File: src/rtl/cpu_pkg.sv
// Shared CPU definitions: opcode constants, the built-in demo program and
// the program-memory state type.
package cpu_pkg;

  localparam logic [7:0] NOP = 8'hFF;

  localparam int unsigned PROG_LEN = 10;

  localparam logic [7:0] DEFAULT_PROG [PROG_LEN] = '{
    8'hB2, 8'hB0, 8'h88, 8'h08, 8'h50, 8'hFF, 8'hB1, 8'hA0, 8'h87, 8'hC0
  };

  typedef enum logic [1:0] {
    ST_INIT,
    ST_IDLE,
    ST_LOAD
  } mem_state_t;

  // Demo-program word for an address; NOP beyond the end of the program.
  function automatic logic [7:0] default_word(input int unsigned addr);
    logic [7:0] w;
    w = NOP;
    for (int unsigned i = 0; i < PROG_LEN; i++) begin
      if (addr == i) w = DEFAULT_PROG[i];
    end
    return w;
  endfunction

endpackage

File: src/rtl/prog_mem_ram.sv
// DATA_W x DEPTH storage with one synchronous write port and one registered
// read port; the read register clears on reset.
module prog_mem_ram #(
  parameter int unsigned DATA_W = 8,
  parameter int unsigned DEPTH  = 256,
  parameter int unsigned ADDR_W = 8
) (
  input  logic              clk,
  input  logic              rst_n,
  input  logic              we,
  input  logic [ADDR_W-1:0] waddr,
  input  logic [DATA_W-1:0] wdata,
  input  logic              re,
  input  logic [ADDR_W-1:0] raddr,
  output logic [DATA_W-1:0] rdata
);

  logic [DATA_W-1:0] mem [DEPTH];

  always_ff @(posedge clk) begin
    if (we) mem[waddr] <= wdata;
  end

  always_ff @(posedge clk) begin
    if (!rst_n) begin
      rdata <= '0;
    end else if (re) begin
      rdata <= mem[raddr];
    end
  end

endmodule

File: src/rtl/prog_mem.sv
// Writable program memory: self-initialises with the demo program after
// reset, serves 1-cycle registered fetches and accepts streamed loads.
module prog_mem
  import cpu_pkg::*;
#(
  parameter int unsigned DATA_W = 8,
  parameter int unsigned ADDR_W = 8,
  parameter int unsigned DEPTH  = 256
) (
  input  logic              clk,
  input  logic              rst_n,
  output logic              busy,
  input  logic              fetch_req,
  input  logic [ADDR_W-1:0] fetch_addr,
  output logic              fetch_ready,
  output logic              fetch_valid,
  output logic [DATA_W-1:0] fetch_data,
  output logic              fetch_err,
  input  logic              load_start,
  input  logic [ADDR_W-1:0] load_base,
  input  logic              load_valid,
  input  logic [DATA_W-1:0] load_data,
  input  logic              load_last,
  output logic              load_ready,
  output logic              load_done
);

  localparam int unsigned     RAM_AW = (DEPTH > 1) ? $clog2(DEPTH) : 1;
  // One extra bit so DEPTH == 2^ADDR_W stays representable in compares.
  localparam logic [ADDR_W:0] DEPTH_X = (ADDR_W + 1)'(DEPTH);
  localparam logic [ADDR_W:0] LAST_X  = (ADDR_W + 1)'(DEPTH - 1);

  mem_state_t        state_q, state_d;
  logic [ADDR_W-1:0] cnt_q, ptr_q;
  logic              done_q, valid_q, oor_q;
  logic              cnt_last, ptr_last, fetch_in_range, base_in_range;
  logic              fetch_acc, ram_we, ram_re;
  logic [RAM_AW-1:0] ram_waddr;
  logic [DATA_W-1:0] ram_wdata, ram_rdata, init_word;

  assign cnt_last       = ({1'b0, cnt_q} == LAST_X);
  assign ptr_last       = ({1'b0, ptr_q} == LAST_X);
  assign fetch_in_range = ({1'b0, fetch_addr} < DEPTH_X);
  assign base_in_range  = ({1'b0, load_base} < DEPTH_X);
  assign init_word      = (32'(cnt_q) < PROG_LEN) ? DATA_W'(default_word(32'(cnt_q))) : '1;

  always_comb begin
    state_d   = state_q;
    fetch_acc = 1'b0;
    ram_we    = 1'b0;
    ram_waddr = '0;
    ram_wdata = '0;
    unique case (state_q)
      ST_INIT: begin
        ram_we    = 1'b1;
        ram_waddr = cnt_q[RAM_AW-1:0];
        ram_wdata = init_word;
        if (cnt_last) state_d = ST_IDLE;
      end
      ST_IDLE: begin
        fetch_acc = fetch_req;
        if (load_start && base_in_range) state_d = ST_LOAD;
      end
      ST_LOAD: begin
        if (load_valid) begin
          ram_we    = 1'b1;
          ram_waddr = ptr_q[RAM_AW-1:0];
          ram_wdata = load_data;
          if (load_last || ptr_last) state_d = ST_IDLE;
        end
      end
      default: state_d = ST_INIT;
    endcase
  end

  // Out-of-range fetches skip the array and are answered with NOP from oor_q.
  assign ram_re = fetch_acc && fetch_in_range;

  always_ff @(posedge clk) begin
    if (!rst_n) begin
      state_q <= ST_INIT;
      cnt_q   <= '0;
      ptr_q   <= '0;
      done_q  <= 1'b0;
      valid_q <= 1'b0;
      oor_q   <= 1'b0;
    end else begin
      state_q <= state_d;
      valid_q <= fetch_acc;
      done_q  <= 1'b0;
      if (fetch_acc) oor_q <= !fetch_in_range;
      unique case (state_q)
        ST_INIT: cnt_q <= cnt_q + 1'b1;
        ST_IDLE: begin
          if (load_start) begin
            if (base_in_range) ptr_q <= load_base;
            else               done_q <= 1'b1;
          end
        end
        ST_LOAD: begin
          if (load_valid) begin
            if (load_last || ptr_last) done_q <= 1'b1;
            else                       ptr_q  <= ptr_q + 1'b1;
          end
        end
        default: ;
      endcase
    end
  end

  prog_mem_ram #(
    .DATA_W (DATA_W),
    .DEPTH  (DEPTH),
    .ADDR_W (RAM_AW)
  ) u_ram (
    .clk   (clk),
    .rst_n (rst_n),
    .we    (ram_we),
    .waddr (ram_waddr),
    .wdata (ram_wdata),
    .re    (ram_re),
    .raddr (fetch_addr[RAM_AW-1:0]),
    .rdata (ram_rdata)
  );

  assign busy        = (state_q != ST_IDLE);
  assign fetch_ready = (state_q == ST_IDLE);
  assign load_ready  = (state_q == ST_LOAD);
  assign load_done   = done_q;
  assign fetch_valid = valid_q;
  assign fetch_err   = valid_q && oor_q;
  assign fetch_data  = oor_q ? '1 : ram_rdata;

endmodule

File: config.mk
export PLATFORM = sky130hd
export DESIGN_NAME = prog_mem
export DESIGN_NICKNAME = d
export VERILOG_FILES = /design/src/rtl/cpu_pkg.sv /design/src/rtl/prog_mem_ram.sv /design/src/rtl/prog_mem.sv
export SDC_FILE = /design/constraint.sdc
export NUM_CORES = 2
export LEC_CHECK = 0
export CAP_MARGIN = 20
export CORE_MARGIN = 2
export CORE_UTILIZATION = 50
export DETAILED_ROUTE_END_ITERATION = 12
export GPL_TIMING_DRIVEN = 0
export HOLD_SLACK_MARGIN = 0.06
export PLACE_DENSITY = 0.76
export SLEW_MARGIN = 20
export SYNTH_ARGS = -nofsm -noshare
export SYNTH_HDL_FRONTEND = slang
export SYNTH_SLANG_ARGS = --single-unit
File: constraint.sdc
create_clock -name clk -period 5.4 [get_ports clk]
set_input_delay 1.08 -clock clk [delete_from_list [all_inputs] [get_ports clk]]
set_output_delay 1.08 -clock clk [all_outputs]
set_load 0.1 [all_outputs]
* After elaboration in Yosys (flattened, before gate mapping)
Memory sizes are Yosys's and may differ from the RTL's. A register that Yosys moved wholly into a read port is not among the register bits.
Cells that the tools add are included.
** Storage, ports and cells
- Flip-flop bits (word level) :: 20
- Memory bits (writable) :: 2048
- Bits of input ports :: 30
- Output and inout port bits :: 14
- Memories kept :: 1
** Memory list
- u_ram.mem :: words 256, bits a word 8, rd ports 1, clocked after Yosys merged registers in 1, write ports 1, line prog_mem_ram.sv:18 : logic [DATA_W-1:0] mem [DEPTH];
** Cells by class
- Add/sub/neg operators :: 2
- $lt $le $gt $ge :: 1
- Equality and inequality tests :: 19
- Mux-type cells :: 30
- Reduce and logical (&&, ||, !) cells :: 8
** Operators with widths (count)
- 8-bit two-way mux :: 13
- 8-bit case mux with 2 select lines :: 3
- 8-bit by 3-bit equality test with 1-bit output (second input constant) :: 4
- 7-bit two-way mux :: 3
- 8-bit by 1-bit adder with 8-bit output (second input constant) :: 2
- 8-bit by 2-bit equality test with 1-bit output (second input constant) :: 2
- 8-bit by 4-bit equality test with 1-bit output (second input constant) :: 2
- 8-bit equality test (second input constant) :: 2
- 8-bit by 1-bit equality test with 1-bit output (second input constant) :: 1
- 8-bit logical NOT :: 1
- 8-bit by 4-bit less-than comparator with 1-bit output (second input constant) :: 1
- 2-bit two-way mux :: 4
- 4-bit AND reduction :: 2
- 2-bit by 1-bit != test with 1-bit output (second input constant) :: 3
- 2-bit != test (second input constant) :: 3
- 2-bit case mux with 3 select lines :: 1
- 1-bit two-way mux :: 5
- 3-bit AND reduction :: 1
- 2-bit by 1-bit equality test with 1-bit output (second input constant) :: 1
- 2-bit equality test (second input constant) :: 1
- 2-bit logical NOT :: 1
- 1-bit case mux with 2 select lines :: 1
- 2-bit nonzero test :: 1
- 1-bit logical NOT :: 1
- 1-bit logical OR :: 1

* Longest topological paths before layout
- Depth in word-level cells :: 13
- Mapped depth :: 12
- Depth with buffers taken out :: 8

* Hierarchy
Synthesis repeated with hierarchy kept, for this count alone.
** Unflattened totals
- Cell total of the unflattened synthesis :: 4139
- Area total of the unflattened synthesis :: 82320.2 µm²
** By module, submodules not included
- prog_mem_ram :: instances 1, cells each 3939, area an instance 80782.5 µm², seq. area each 61659.1 µm²
- prog_mem :: instances 1, cells each 200, area an instance 1537.7 µm², seq. area each 400.4 µm²

* Worst setup path before layout
Ideal clock, no wire load.
- Path kind :: input port to flip-flop
- From :: input port load_valid
- To :: memory u_ram.mem[0][0], data pin
- Library setup time :: 865 ps
- Arrival time :: 4875 ps
- Path slack :: -340 ps
- Stages on the path :: 4
- Cell sequence :: and3_1 > clkbuf_1 > buf_2 > a22o_1
** On the way
- Longest elaborated chain between the ends :: 2
** Ends and longest elaborated chain
- start: declaration :: line prog_mem.sv:21 : input logic load_valid,
- 8-bit two-way mux :: line prog_mem.sv:65 : if (load_valid) begin
- 8-bit case mux with 2 select lines :: line prog_mem.sv:53 : unique case (state_q)
- named net ram_wdata[0] :: line prog_mem.sv:39 : logic [DATA_W-1:0] ram_wdata, ram_rdata, init_word;
- end: declaration :: line prog_mem_ram.sv:18
The timed path passes the listed nets, and every way through them passes these cells.

==> impl_metrics.py <==
metrics = {
    "die": {
        "rows": 148,
        "initial_core_util_pct": 50.3,
        "fp.dieH_um": 408,
        "die_area_um2": 167000,
        "num_io_pins": 44,
        "die_x_um": 408,
        "core_um2": 163000,
    },
    "global_route": {
        "gr-usage-met2_pct": 46.4,
        "grt.overflow.total": 0,
        "busiest_layer": "met2",
        "antenna_found_initial": 18,
        "grt_pass1_vias": 44642,
        "grt_util_met3_pct": 15.0,
        "grt_max_degree": 77,
        "grt_usage_pct": 32.9,
        "grt_pass1_wl_mm": 369,
        "grt.met1_usage_pct": 41.6,
    },
    "final_layout": {
        "finalNetCount": 4470,
        "area_growth_pct": 12.4,
        "n_fill_cell": 11868,
        "drive_gt1_share_pct": 18.6,
    },
    "pwr": {
        "leakage_uw": 0.0290,
        "switching_share_pct": 23.8,
        "worst_ir_drop_vdd_v": 0.000395,
        "p_int_uw": 26600,
        "netSwitchingPower_uw": 8320,
        "seq_power_share_pct": 52.9,
        "comb_power_share_pct": 8.7,
        "pwr_density_cell_nw_per_um2": 380,
        "pwr-share-clk_pct": 38.4,
    },
    "sta": {
        "slew_violations": 0,
        "worst_slack_ps": -417,
        "finalCriticalPeriod_ps": 5820,
        "hold_viol_final": 0,
        "slew_headroom_pct": 8.85,
        "rsz0062_at_grt": "no",
        "worstMarginPinSlew_ps": 1350,
        "fmax_ghz": 0.172,
        "hold_slack_ps": 544,
        "fin_crit_sh_pct": 108,
        "setup_viol": 6,
        "finalSetupTns_ps": -1250,
        "fin_worst_skew_ps": 35.5,
    },
    "setup_path": {
        "worstSetupEndpointType": "flop",
        "critPathRequiredTime_ps": 6130,
        "critical_path.top_delay_family": "buffers and inverters",
        "cp_slowest_cell": "clkdlybuf4s50_1",
        "cp-start-kind": "input port",
        "path_class": "in -> reg",
        "worstPathCellList": "clkdlybuf4s50_1 > buf_2 > buf_6 > buf_2 > clkbuf_1 > a21oi_1 > a2111oi_0 > a211oi_1 > nand4b_1 > o211ai_1",
        "path_max_fanout": 10,
        "path_buf_inv": 5,
        "cp_slowest_stage_delay_ps": 1180,
        "arrival_ps": 6540,
        "cp_common_cell": "buf_2",
    },
    "synth": {
        "synthAdderAreaFrac_pct": 0.0766,
        "synth_simple_gate_area_share_pct": 3.18,
        "syn_inst": 4164,
        "synth-edff-count": 2048,
        "yosysWarnings": 0,
        "synthDistinctLibCells": 72,
        "synthMuxAreaShare_pct": 14.1,
        "synth-xor-area-share_pct": 0.0536,
        "ys_ff_latch": 2076,
        "synth-async-reset-ratio_pct": 0,
        "syn_area_um2": 81700,
        "synth_compound_area_share_pct": 4.37,
        "synth.avg_cell_area_um2": 19.6,
        "synth_ff_type": "edfxtp_1",
        "yosysSeqAreaShare_pct": 76.0,
        "syn_nets": 4199,
        "synth_top_family_by_area": "multiplexers",
    },
    "cts": {
        "path_clk_slew_ps": 60,
        "cts_tree": "done",
        "cts_sinks": 2076,
        "cts_hold_buf": 0,
        "cts_buffers": 195,
        "htreeDepth": 4,
        "root_buffer": "clkbuf_16",
        "cts_buffer_depth": 3,
        "cts_resized": 1,
        "post_cts.repair.setup_buffers": 0,
        "clk_latency_ps": 870,
    },
    "min_path": {
        "hp-class": "reg -> reg",
    },
    "place": {
        "hpwl_mm": 183,
        "place_worst_setup_slack_ps": -831,
        "port_buffers": 41,
        "gp_congestion": 1.04,
    },
    "route": {
        "wirelength_mm": 277,
        "drtIter0Drc": 10150,
        "ant_nets": 0,
        "drc": 0,
        "wl_per_cell_um": 40.9,
        "vias": 47814,
        "vias_per_cell": 7.05,
        "drt_pass1_iterations": 6,
    },
    "outcome": {
        "violations": "negative setup slack",
        "status": "complete, but fails checks",
    },
    "job": {
        "maxCapViolCount": 0,
    },
}
[cells in the mapped netlist (5+ instances only)]
cell type	n	share of area [%]
nor2_1	297	1.4
nand3b_1	5	0.046
a2111oi_0	14	0.15
nand4_1	10	0.077
o221ai_1	63	0.68
a22oi_1	74	0.68
o22ai_1	106	0.81
nand2_1	155	0.71
a21oi_1	82	0.50
a211oi_1	39	0.36
and2_1	19	0.15
and3_1	10	0.077
or3_1	6	0.046
mux2_2	9	0.12
nor2b_1	10	0.077
xnor2_1	5	0.054
mux4_1	22	0.71
a32oi_1	6	0.064
buf_6	44	0.61
buf_4	34	0.31
buf_8	12	0.22
nor3_1	28	0.17
buf_2	52	0.32
mux4_2	339	9.3
a211o_1	5	0.054
mux2i_1	318	3.9
buf_1	10	0.046
a22o_1	13	0.14
ha_1	5	0.077
buf_12	10	0.25
o21ai_0	67	0.41
a221oi_1	5	0.054
nand3_1	26	0.16
inv_1	11	0.051
dfxtp_1	28	0.69
clkbuf_1	89	0.41
clkbuf_4	5	0.046
o211ai_1	5	0.046
edfxtp_1	2048	75
a31oi_1	10	0.077
nor4_1	12	0.092
[final cells by class]
class	instances	area, µm²	area share [%]
antenna	14	35.0	0.0381
inverter	11	41.3	0.0449
multi-input combinational	1819	17900	19.5
timing repair buffer	74	1190	1.30
buffer	258	1840	2.01
clock buffer	263	5310	5.78
tap	2175	2720	2.96
sequential	2076	62100	67.6
clock inverter	90	768	0.836
[cell families (layout without fill, tap and decap cells)]
family                   after synthesis  count (layout)
AO/OA/AOI/OAI                        521             521
XOR/XNOR                               5               5
adder cells (fa/ha/maj)                5               5
buffers and inverters                269             696
flip-flops                          2076            2076
multiplexers                         688             688
other                                  1              15
AND/OR/NAND/NOR                      599             599
[worst min-delay path, stage by stage (launching register included)]
cell	delay [ps]
dfxtp_1	350
o21ai_0	80
a21boi_0	70
[power by group through the flow]
stage | logic, µW | clock network [µW] | registers, µW
CTS | 2870 | 13300 | 18400
detailed placement | 2860 | 0 | 18800
global placement | 2500 | 0 | 19000
floorplan | 1310 | 0 | 18900
global route | 3010 | 13900 | 18400
finish | 3040 | 13400 | 18400
[worst paths after layout]
check,slack [ps],from,endpoint,cells past startpoint
setup / recovery,-420,fetch_addr[2],u_ram.rdata[0],10
hold / removal,540,cnt_q[5],cnt_q[5],2
setup reg to reg,630,state_q[0],u_ram.mem[152][2],9
hold reg to reg,540,cnt_q[5],cnt_q[5],2
[layout by cell type (no fill, tap or decap), types with 17 or more instances in the layout]
cell / netlist / final
edfxtp_1: 2048 / 2048
o221ai_1: 63 / 63
mux4_1: 22 / 22
buf_4: 34 / 35
dfxtp_1: 28 / 28
mux2i_1: 318 / 318
buf_12: 10 / 17
buf_2: 52 / 53
a211oi_1: 39 / 39
buf_16: 0 / 22
clkinv_2: 0 / 27
and2_1: 19 / 19
clkinv_1: 0 / 34
nor3_1: 28 / 28
clkbuf_16: 0 / 200
nand3_1: 26 / 26
a21oi_1: 82 / 82
o22ai_1: 106 / 106
nor2_1: 297 / 296
clkbuf_2: 1 / 19
a22oi_1: 74 / 74
mux4_2: 339 / 339
clkbuf_1: 89 / 127
o21ai_0: 67 / 67
clkdlybuf4s50_1: 0 / 41
nand2_1: 155 / 154
buf_6: 44 / 45
[flip-flops by register name, indices dropped and copies added, names as in the netlist]
register     count
cnt_q            8
fetch_valid      1
load_done        1
ptr_q            8
state_q          2
u_ram.mem     2048
u_ram.rdata      8
[metrics by stage]
stage | cell area (µm²) | util, % | power, µW | std cells
6_report | 91900 | 56.5 | 34900 | 6780
3_5_place_dp | 85700 | 52.7 | 21600 | 6413
5_1_grt | 91800 | 56.5 | 35300 | 6766
3_3_place_gp | 84800 | 52.2 | 21500 | 6380
2_1_floorplan | 81700 | - | 20200 | 4164
4_1_cts | 91800 | 56.5 | 34600 | 6766
[routing by layer]
layer,part of all wire [%],wire length [µm],vias up
li1,-,-,17715
met1,33,90200,24029
met2,42,118000,5048
met3,18,48600,996
met4,7.5,20800,26
met5,0.075,209,-
Power figures use the tool's default switching activity.
